--- src/rtl/lf_pkg.sv ---
// Shared types and helpers for the Ladner-Fischer adder prefix stages.
package lf_pkg;

  localparam int LF_W   = 32;
  localparam int LF_GRP = LF_W / 2;

  // Propagate/generate pair for a single bit or a merged group
  typedef struct packed {
    logic p;
    logic g;
  } pg_t;

  // One beat leaving the first prefix level
  typedef struct packed {
    logic [LF_GRP-1:0] p_list1;
    logic [LF_GRP-1:0] g_list1;
    logic [LF_W-1:0]   p_bit;
  } lvl1_beat_t;

  // Black cell: merges a higher-order group onto the adjacent lower-order one
  function automatic pg_t black_cell(input pg_t hi, input pg_t lo);
    pg_t res;
    res.p = hi.p & lo.p;
    res.g = hi.g | (hi.p & lo.g);
    return res;
  endfunction

endpackage

--- src/rtl/lf_skid_buf.sv ---
// Two-entry valid/ready skid buffer over lvl1_beat_t. in_ready is a register,
// so the upstream handshake never sees a combinational path from out_ready.
module lf_skid_buf
  import lf_pkg::*;
(
  input  logic       clk,
  input  logic       rst,
  input  logic       in_valid,
  output logic       in_ready,
  input  lvl1_beat_t in_data,
  output logic       out_valid,
  input  logic       out_ready,
  output lvl1_beat_t out_data
);

  logic       vld_p1;
  logic       skid_vld_p1;
  logic       rdy_p1;
  lvl1_beat_t main_p1;
  lvl1_beat_t skid_p1;

  logic accept;
  logic consume;
  logic load_main;
  logic load_skid;
  logic skid_vld_nxt;

  // Transfer decisions: main refills whenever it is empty or being drained
  always_comb begin
    accept       = in_valid && rdy_p1;
    consume      = vld_p1 && out_ready;
    load_main    = consume || !vld_p1;
    load_skid    = accept && !load_main;
    skid_vld_nxt = skid_vld_p1;
    if (load_skid) begin
      skid_vld_nxt = 1'b1;
    end else if (load_main) begin
      skid_vld_nxt = 1'b0;
    end
  end

  // Control state: valids and the registered ready, cleared by reset
  always_ff @(posedge clk) begin
    if (rst) begin
      vld_p1      <= 1'b0;
      skid_vld_p1 <= 1'b0;
      rdy_p1      <= 1'b1;
    end else begin
      if (load_main) begin
        vld_p1 <= skid_vld_p1 || accept;
      end
      skid_vld_p1 <= skid_vld_nxt;
      rdy_p1      <= !skid_vld_nxt;
    end
  end

  // Data storage: skid contents have priority over a new beat to keep FIFO order
  always_ff @(posedge clk) begin
    if (load_main) begin
      main_p1 <= skid_vld_p1 ? skid_p1 : in_data;
    end
    if (load_skid) begin
      skid_p1 <= in_data;
    end
  end

  assign in_ready  = rdy_p1;
  assign out_valid = vld_p1;
  assign out_data  = main_p1;

endmodule

--- src/rtl/level1_pipe.sv ---
// First registered prefix level of the 32-bit Ladner-Fischer adder.
// Forms per-bit P/G, merges bit pairs with black cells into W/2 groups,
// and registers the result behind a 2-entry skid buffer.
// Optional macro CARRY_IN_EN adds a cin port folded into g[0].
module level1_pipe
  import lf_pkg::*;
#(
  parameter int W = LF_W
) (
  input  logic           clk,
  input  logic           rst,
  input  logic           in_valid,
  output logic           in_ready,
  input  logic [W-1:0]   a,
  input  logic [W-1:0]   b,
`ifdef CARRY_IN_EN
  input  logic           cin,
`endif
  output logic           out_valid,
  input  logic           out_ready,
  output logic [W/2-1:0] p_list1,
  output logic [W/2-1:0] g_list1,
  output logic [W-1:0]   p_bit
);

  pg_t        bit_pg [W];
  pg_t        merged;
  lvl1_beat_t beat_p0;
  lvl1_beat_t beat_p1;
  logic       vld_p1;

  // Stage p0: per-bit propagate/generate, carry-in folded into bit 0
  always_comb begin
    for (int i = 0; i < W; i++) begin
      bit_pg[i].p = a[i] ^ b[i];
      bit_pg[i].g = a[i] & b[i];
    end
`ifdef CARRY_IN_EN
    bit_pg[0].g = (a[0] & b[0]) | ((a[0] ^ b[0]) & cin);
`endif
  end

  // Stage p0: black-cell merge of each adjacent bit pair into one group
  always_comb begin
    beat_p0       = '0;
    merged        = '0;
    beat_p0.p_bit = a ^ b;
    for (int n = 0; n < W / 2; n++) begin
      merged             = black_cell(bit_pg[2*n+1], bit_pg[2*n]);
      beat_p0.p_list1[n] = merged.p;
      beat_p0.g_list1[n] = merged.g;
    end
  end

  // Stage p0 -> p1 boundary: registered handshake with skid storage
  lf_skid_buf u_skid (
    .clk       (clk),
    .rst       (rst),
    .in_valid  (in_valid),
    .in_ready  (in_ready),
    .in_data   (beat_p0),
    .out_valid (vld_p1),
    .out_ready (out_ready),
    .out_data  (beat_p1)
  );

  // Data registers are not reset, so outputs read as zero whenever no beat is held
  always_comb begin
    out_valid = vld_p1;
    p_list1   = vld_p1 ? beat_p1.p_list1 : '0;
    g_list1   = vld_p1 ? beat_p1.g_list1 : '0;
    p_bit     = vld_p1 ? beat_p1.p_bit   : '0;
  end

endmodule

--- config.mk ---
export PLATFORM = sky130hd
export DESIGN_NAME = level1_pipe
export DESIGN_NICKNAME = d
export VERILOG_FILES = /design/src/rtl/lf_pkg.sv /design/src/rtl/lf_skid_buf.sv /design/src/rtl/level1_pipe.sv
export SDC_FILE = /design/constraint.sdc
export NUM_CORES = 1
export LEC_CHECK = 0
export BUFFER_PORTS_ARGS = -buffer_cell sky130_fd_sc_hd__buf_2
export CAP_MARGIN = 40
export CORE_MARGIN = 1.5
export CORE_UTILIZATION = 54
export DETAILED_ROUTE_END_ITERATION = 6
export PLACE_DENSITY_LB_ADDON = 0.12
export SYNTH_ARGS = -nofsm -noshare
export SYNTH_HDL_FRONTEND = slang
export SYNTH_SLANG_ARGS = --single-unit
--- constraint.sdc ---
create_clock -name clk -period 6.8 [get_ports clk]
set_input_delay 1.02 -clock clk [delete_from_list [all_inputs] [get_ports clk]]
set_output_delay 1.02 -clock clk [all_outputs]
set_load 0.02 [all_outputs]
==> run_results.csv, run 1 <==
group,metric,value,unit
run_status,status,"finished clean",
worst_setup_path,r2r-start,"u_skid.out_valid$_SDFFE_PP0P_",
worst_hold_path,hold_depth,1,
power,p_leak,3.22,nW
sta,finalWorstSetupSlack,4040,ps
cts,cts_resized,0,
grt,grt_pass1_vias,3205,
worst_hold_path,holdCritStartpoint,"u_skid.skid_p1[58]$_DFFE_PP_",
detailed_routing,vias,3179,
sta,hold_violations,0,
worst_setup_path,r2r-end,"u_skid.skid_p1[42]$_DFFE_PP_",
job,maxCapViolations,0,
grt,grt_overflow,0,
grt,grt_antenna_before_repair,0,
logic_synthesis,synth_edf_count,128,
layout,num_antenna_cells,0,
sta,setup_viol,0,
layout,syn_to_final_growth,22.8,%
sta,fin_crit_sh,40.6,%
detailed_routing,first_iter_violations,115,
die,die_x,108,microns
grt,track_usage,18.0,%
detailed_routing,first_pass_iters,4,
placed_design,post-dp-hpwl,6670,microns
detailed_routing,wire_per_inst,15.2,microns
placed_design,gp_congestion,0.697,
cts,cts_tree,"yes",
grt,grt_max_degree,54,
worst_hold_path,min_path_type,"reg -> reg",
worst_setup_path,crit_path_start_kind,"flip-flop",
logic_synthesis,syn-num-nets,444,
logic_synthesis,synth_top_cells_by_area,"edfxtp_1, mux2_4, and2_1",
power,ir_drop,0.000154,V
logic_synthesis,synth_cells,344,
cts,cts-root-buf,"clkbuf_8",
logic_synthesis,yosysTopAreaCell,"edfxtp_1",
layout,final_core_util,68.0,%
placed_design,port-buffer-count,133,
die,fp.dieArea,0.0117,sq mm
layout,nets,587,
layout,drive_gt1_share,46.3,%
cts,h-tree-depth,4,
sta,worstMarginPinSlew,711,ps
die,boundaryPins,134,
worst_setup_path,critPathCaptureType,"primary output",
die,rows,38,
cts,clockBufferDepth,2,
logic_synthesis,yosys_warnings,0,
logic_synthesis,synth.avg_cell_area,17.4,sq um
sta,clock.fmax,363,MHz
sta,drv_slew,0,
worst_setup_path,crit_arrival,1740,ps
logic_synthesis,yosysUniqueCellTypes,17,
detailed_routing,via_per_inst,4.99,
worst_setup_path,worstPathMaxFanout,34,
cts,clk_latency,500,ps
worst_setup_path,r2r_cells,4,
power,p_per_area,275,mW/mm^2
cts,cts_sinks,131,
die,start_util,55.4,%
detailed_routing,drt_wl_total,9660,microns
logic_synthesis,yosys.area.top_type_share,64.3,%
logic_synthesis,syn-cell-area,0.00597,sq mm
grt,grt_pass1_wl,15700,microns
worst_setup_path,worstPathRequired,5780,ps
sta,tns,0,ps
cts,clkTransAtPathRegs,50,ps
logic_synthesis,yosysSeqAreaShare,65.3,%
detailed_routing,drc,0,
logic_synthesis,yosysMostFrequentCell,"edfxtp_1",
die,coreArea,0.0108,sq mm
die,fp.dieH,108,microns
sta,grt_setup_unrepaired,"no",
logic_synthesis,yosys-top-cells-count,"edfxtp_1, and2_1, mux2_4",
logic_synthesis,synth-seq-cells,131,
sta,finClkSkew,5.86,ps
cts,holdBufCountCts,0,
worst_setup_path,regToRegSetupSlack,4140,ps
worst_setup_path,worstSetupPathType,"reg -> out",
placed_design,dp_slack,3650,ps
sta,period_needed,2760,ps
worst_hold_path,holdPathEnd,"u_skid.out_data[58]$_DFFE_PP_",
detailed_routing,ant_nets,0,
sta,slew-limit-headroom,52.6,%
cts,post_cts_buffers,0,
logic_synthesis,async_reset_ff_share,0,%
logic_synthesis,ys.flop_type,"edfxtp_1",
cts,cts_made_buffers,17,
[layer usage]
| layer | part of all wire, % | global-route usage [%] |
|---|---|---|
| met5 | 0 | 0 |
| met4 | 1.6 | 6.86 |
| met3 | 4.5 | 4.94 |
| met2 | 51 | 30.2 |
| met1 | 43 | 22.4 |
[per-stage QoR]
| step | hold slack, ps | total power [W] | cell area [sq um] | cells |
|---|---|---|---|---|
| after floorplan | 523 | 0.00115 | 5970 | 344 |
| after global placement | 528 | 0.00122 | 6740 | 605 |
| after detailed placement | 531 | 0.00123 | 6820 | 608 |
| after CTS | 548 | 0.00204 | 7340 | 637 |
| after global routing | 554 | 0.00210 | 7340 | 637 |
| final | 545 | 0.00202 | 7340 | 637 |
[state kept, by name, summed over array words and instances, names as in the netlist]
signal	flops
u_skid.skid_vld_p1	1
u_skid.skid_p1	64
u_skid.out_valid	1
u_skid.out_data	64
u_skid.in_ready	1
[critical path, stage by stage (launching register included)]
cell and delay [ps]:
dfxtp_2 660, buf_16 230, and2_1 170, buf_2 170
[layout make-up]
type | count | area (sq um)
clock inverter | 8 | 88.8
multi-input combinational | 199 | 1980
tap | 140 | 175
timing repair buffer | 138 | 756
fill | 745 | 3460
sequential | 131 | 3910
clock buffer | 21 | 429
[cells by family after synthesis]
| kind of cell | after synthesis | share of synthesized area [%] |
|---|---|---|
| DFF | 131 | 65.3 |
| and+or+nand+nor | 85 | 8.80 |
| muxes | 64 | 15.2 |
| adders and majority gates | 32 | 6.70 |
| AOI/OAI and AO/OA | 18 | 2.18 |
| buffers and inverters | 14 | 1.78 |
[power by group]
| part | internal (W) | total, W | switching [W] |
|---|---|---|---|
| combinational | 0.000119 | 0.000233 | 0.000114 |
| sequential | 0.000963 | 0.000979 | 0.0000166 |
| clock | 0.000509 | 0.000807 | 0.000297 |
| total | 0.00159 | 0.00202 | 0.000428 |
[cell usage in the layout, fill, tap and decap left out]
cell       Yosys  routed
clkinv_1       0       1
dfxtp_1        3       1
ha_1          32      32
a21o_1        16      16
buf_12         0       1
or3_1          1       1
buf_4          0       2
nand2b_4       0       1
buf_2          1     133
buf_16         0       2
nand2_1        1       1
clkinv_2       0       5
nor3_1         1       1
a21oi_1        2       2
dfxtp_4        0       1
edfxtp_1     128     128
clkbuf_8       0       1
mux2_4        50      50
mux2_2        14      14
and2_1        80      80
bufinv_16      0       2
clkbuf_1       1       4
dfxtp_2        0       1
nor2_4         0       1
clkbuf_16      0      16
[worst max-delay path by stage]
stage                             startpoint                           end  slack [ps]
2_1_floorplan                      out_ready   u_skid.skid_p1[0]$_DFFE_PP_         850
3_3_place_gp                       out_ready  u_skid.skid_p1[14]$_DFFE_PP_        3500
3_5_place_dp                       out_ready  u_skid.skid_p1[55]$_DFFE_PP_        3650
4_1_cts        u_skid.out_valid$_SDFFE_PP0P_                   g_list1[14]        3960
5_1_grt        u_skid.out_valid$_SDFFE_PP0P_  u_skid.skid_p1[42]$_DFFE_PP_        3850
6_report       u_skid.out_valid$_SDFFE_PP0P_                    p_list1[0]        4040
No activity file was read; power rests on OpenSTA's default activity.
==> run 2: changes to the inputs <==
==> constraint.sdc (replaced) <==
create_clock -name clk -period 2.6 [get_ports clk]
set_input_delay 0.39 -clock clk [delete_from_list [all_inputs] [get_ports clk]]
set_output_delay 0.39 -clock clk [all_outputs]
set_load 0.02 [all_outputs]
==> run_results.csv, run 2 (synthesis results as in run 1) <==
group,metric,value,unit
worst_hold_path,min_path_type,"in -> reg",
worst_setup_path,crit_family,"flip-flops",
worst_setup_path,worstPathMaxFanout,41,
power,p_per_area,759,mW/mm^2
worst_setup_path,max_stage_delay,570,ps
sta,tns,0,ps
sta,hold_violations,0,
power,ir_drop,0.000583,V
worst_setup_path,slowest_stage,"dfxtp_2",
cts,holdBufCountCts,0,
sta,slew-limit-headroom,62.2,%
detailed_routing,wire_per_inst,15.5,microns
cts,clkTransAtPathRegs,50,ps
power,power,0.00562,W
detailed_routing,via_per_inst,5.07,
cts,cts-root-buf,"clkbuf_8",
cts,cts_resized,0,
worst_setup_path,crit_path_start_kind,"flip-flop",
run_status,status,"finished clean",
worst_setup_path,worstSetupPathType,"reg -> out",
detailed_routing,drt_wl_total,9950,microns
sta,period_needed,2240,ps
power,p_leak,3.26,nW
grt,track_usage,18.1,%
die,start_util,55.4,%
detailed_routing,top_layer_used,"met4",
detailed_routing,vias,3268,
grt,grt_max_degree,42,
worst_setup_path,worstPathRequired,2210,ps
sta,drv_slew,0,
detailed_routing,ant_nets,0,
die,fp.dieArea,0.0117,sq mm
die,fp.dieH,108,microns
die,boundaryPins,134,
placed_design,gp_congestion,0.688,
sta,worstMarginPinSlew,567,ps
cts,cts_tree,"yes",
cts,h-tree-depth,4,
detailed_routing,wl_met3,410,microns
layout,final_cell_mix,"buf_2, edfxtp_1, and2_1",
worst_setup_path,crit_buf_inv,2,
sta,setup_viol,0,
cts,clockBufferDepth,2,
detailed_routing,first_pass_iters,5,
die,coreArea,0.0108,sq mm
cts,cts_sinks,131,
detailed_routing,first_iter_violations,98,
detailed_routing,drc,0,
worst_setup_path,path_cells,"buf_4 -> and2_1 -> buf_2",
placed_design,port-buffer-count,133,
cts,cts_made_buffers,17,
grt,grt_pass1_vias,3196,
die,die_x,108,microns
grt,grt_pass1_wl,15700,microns
worst_setup_path,crit_arrival,1850,ps
cts,post_cts_buffers,0,
layout,num_antenna_cells,0,
placed_design,dp_slack,835,ps
job,maxCapViolations,0,
layout,nets,591,
placed_design,post-dp-hpwl,6660,microns
layout,syn_to_final_growth,24.0,%
detailed_routing,met1_length,4330,microns
worst_setup_path,critPathCaptureType,"primary output",
grt,grt_overflow,0,
detailed_routing,dr_wl_met2,5020,microns
grt,grt_antenna_before_repair,0,
layout,layout_commonest_cell,"buf_2",
sta,grt_setup_unrepaired,"no",
sta,finalWorstSetupSlack,360,ps
die,rows,38,
sta,finClkSkew,5.57,ps
cts,clk_latency,510,ps
layout,drive_gt1_share,46.6,%
sta,clock.fmax,446,MHz
sta,fin_hold_ws,70.3,ps
sta,fin_crit_sh,86.1,%
[run 2: report_power, final]
part	switching (W)	leakage, nW	internal, W
sequential	0.0000503	1.29	0.00252
clock	0.000817	0.293	0.00164
combinational	0.000295	1.67	0.000304
[run 2: worst paths after layout]
path / to / slack [ps] / depth (start not counted) / start
worst max register to register: u_skid.out_data[38]$_DFFE_PP_ / 900 / 2 / u_skid.skid_vld_p1$_SDFF_PP0_
worst min-delay path: u_skid.out_valid$_SDFFE_PP0P_ / 70 / 2 / rst
worst min register to register: u_skid.out_data[36]$_DFFE_PP_ / 540 / 1 / u_skid.skid_p1[36]$_DFFE_PP_
worst max-delay path: p_list1[12] / 360 / 3 / u_skid.out_valid$_SDFFE_PP0P_
[run 2: stage by stage]
stage / std cells / utilization [%] / instance area, sq um
global route: 644 / 68.6 / 7410
detailed placement: 612 / 63.0 / 6800
CTS: 644 / 68.6 / 7410
floorplan: 344 / - / 5990
global placement: 612 / 63.0 / 6800
finish: 644 / 68.6 / 7410
[run 2: layout make-up]
type | instances | area, sq um
multi-input cells | 199 | 1980
well taps | 140 | 175
repair buffers | 142 | 733
clock buffers | 20 | 425
clock inverters | 12 | 186
fillers | 750 | 3380
flip-flops and latches | 131 | 3910
[run 2: routing by layer]
metal	up-vias	global-route usage [%]
li1	1584	-
met1	1586	22.6
met2	85	30.0
met3	13	4.04
met4	0	8.93
met5	-	0
[run 2: worst register-to-register path, cell delays in order, from the launching register on]
cell and delay (ps):
dfxtp_4 720, buf_4 380, mux2_2 360
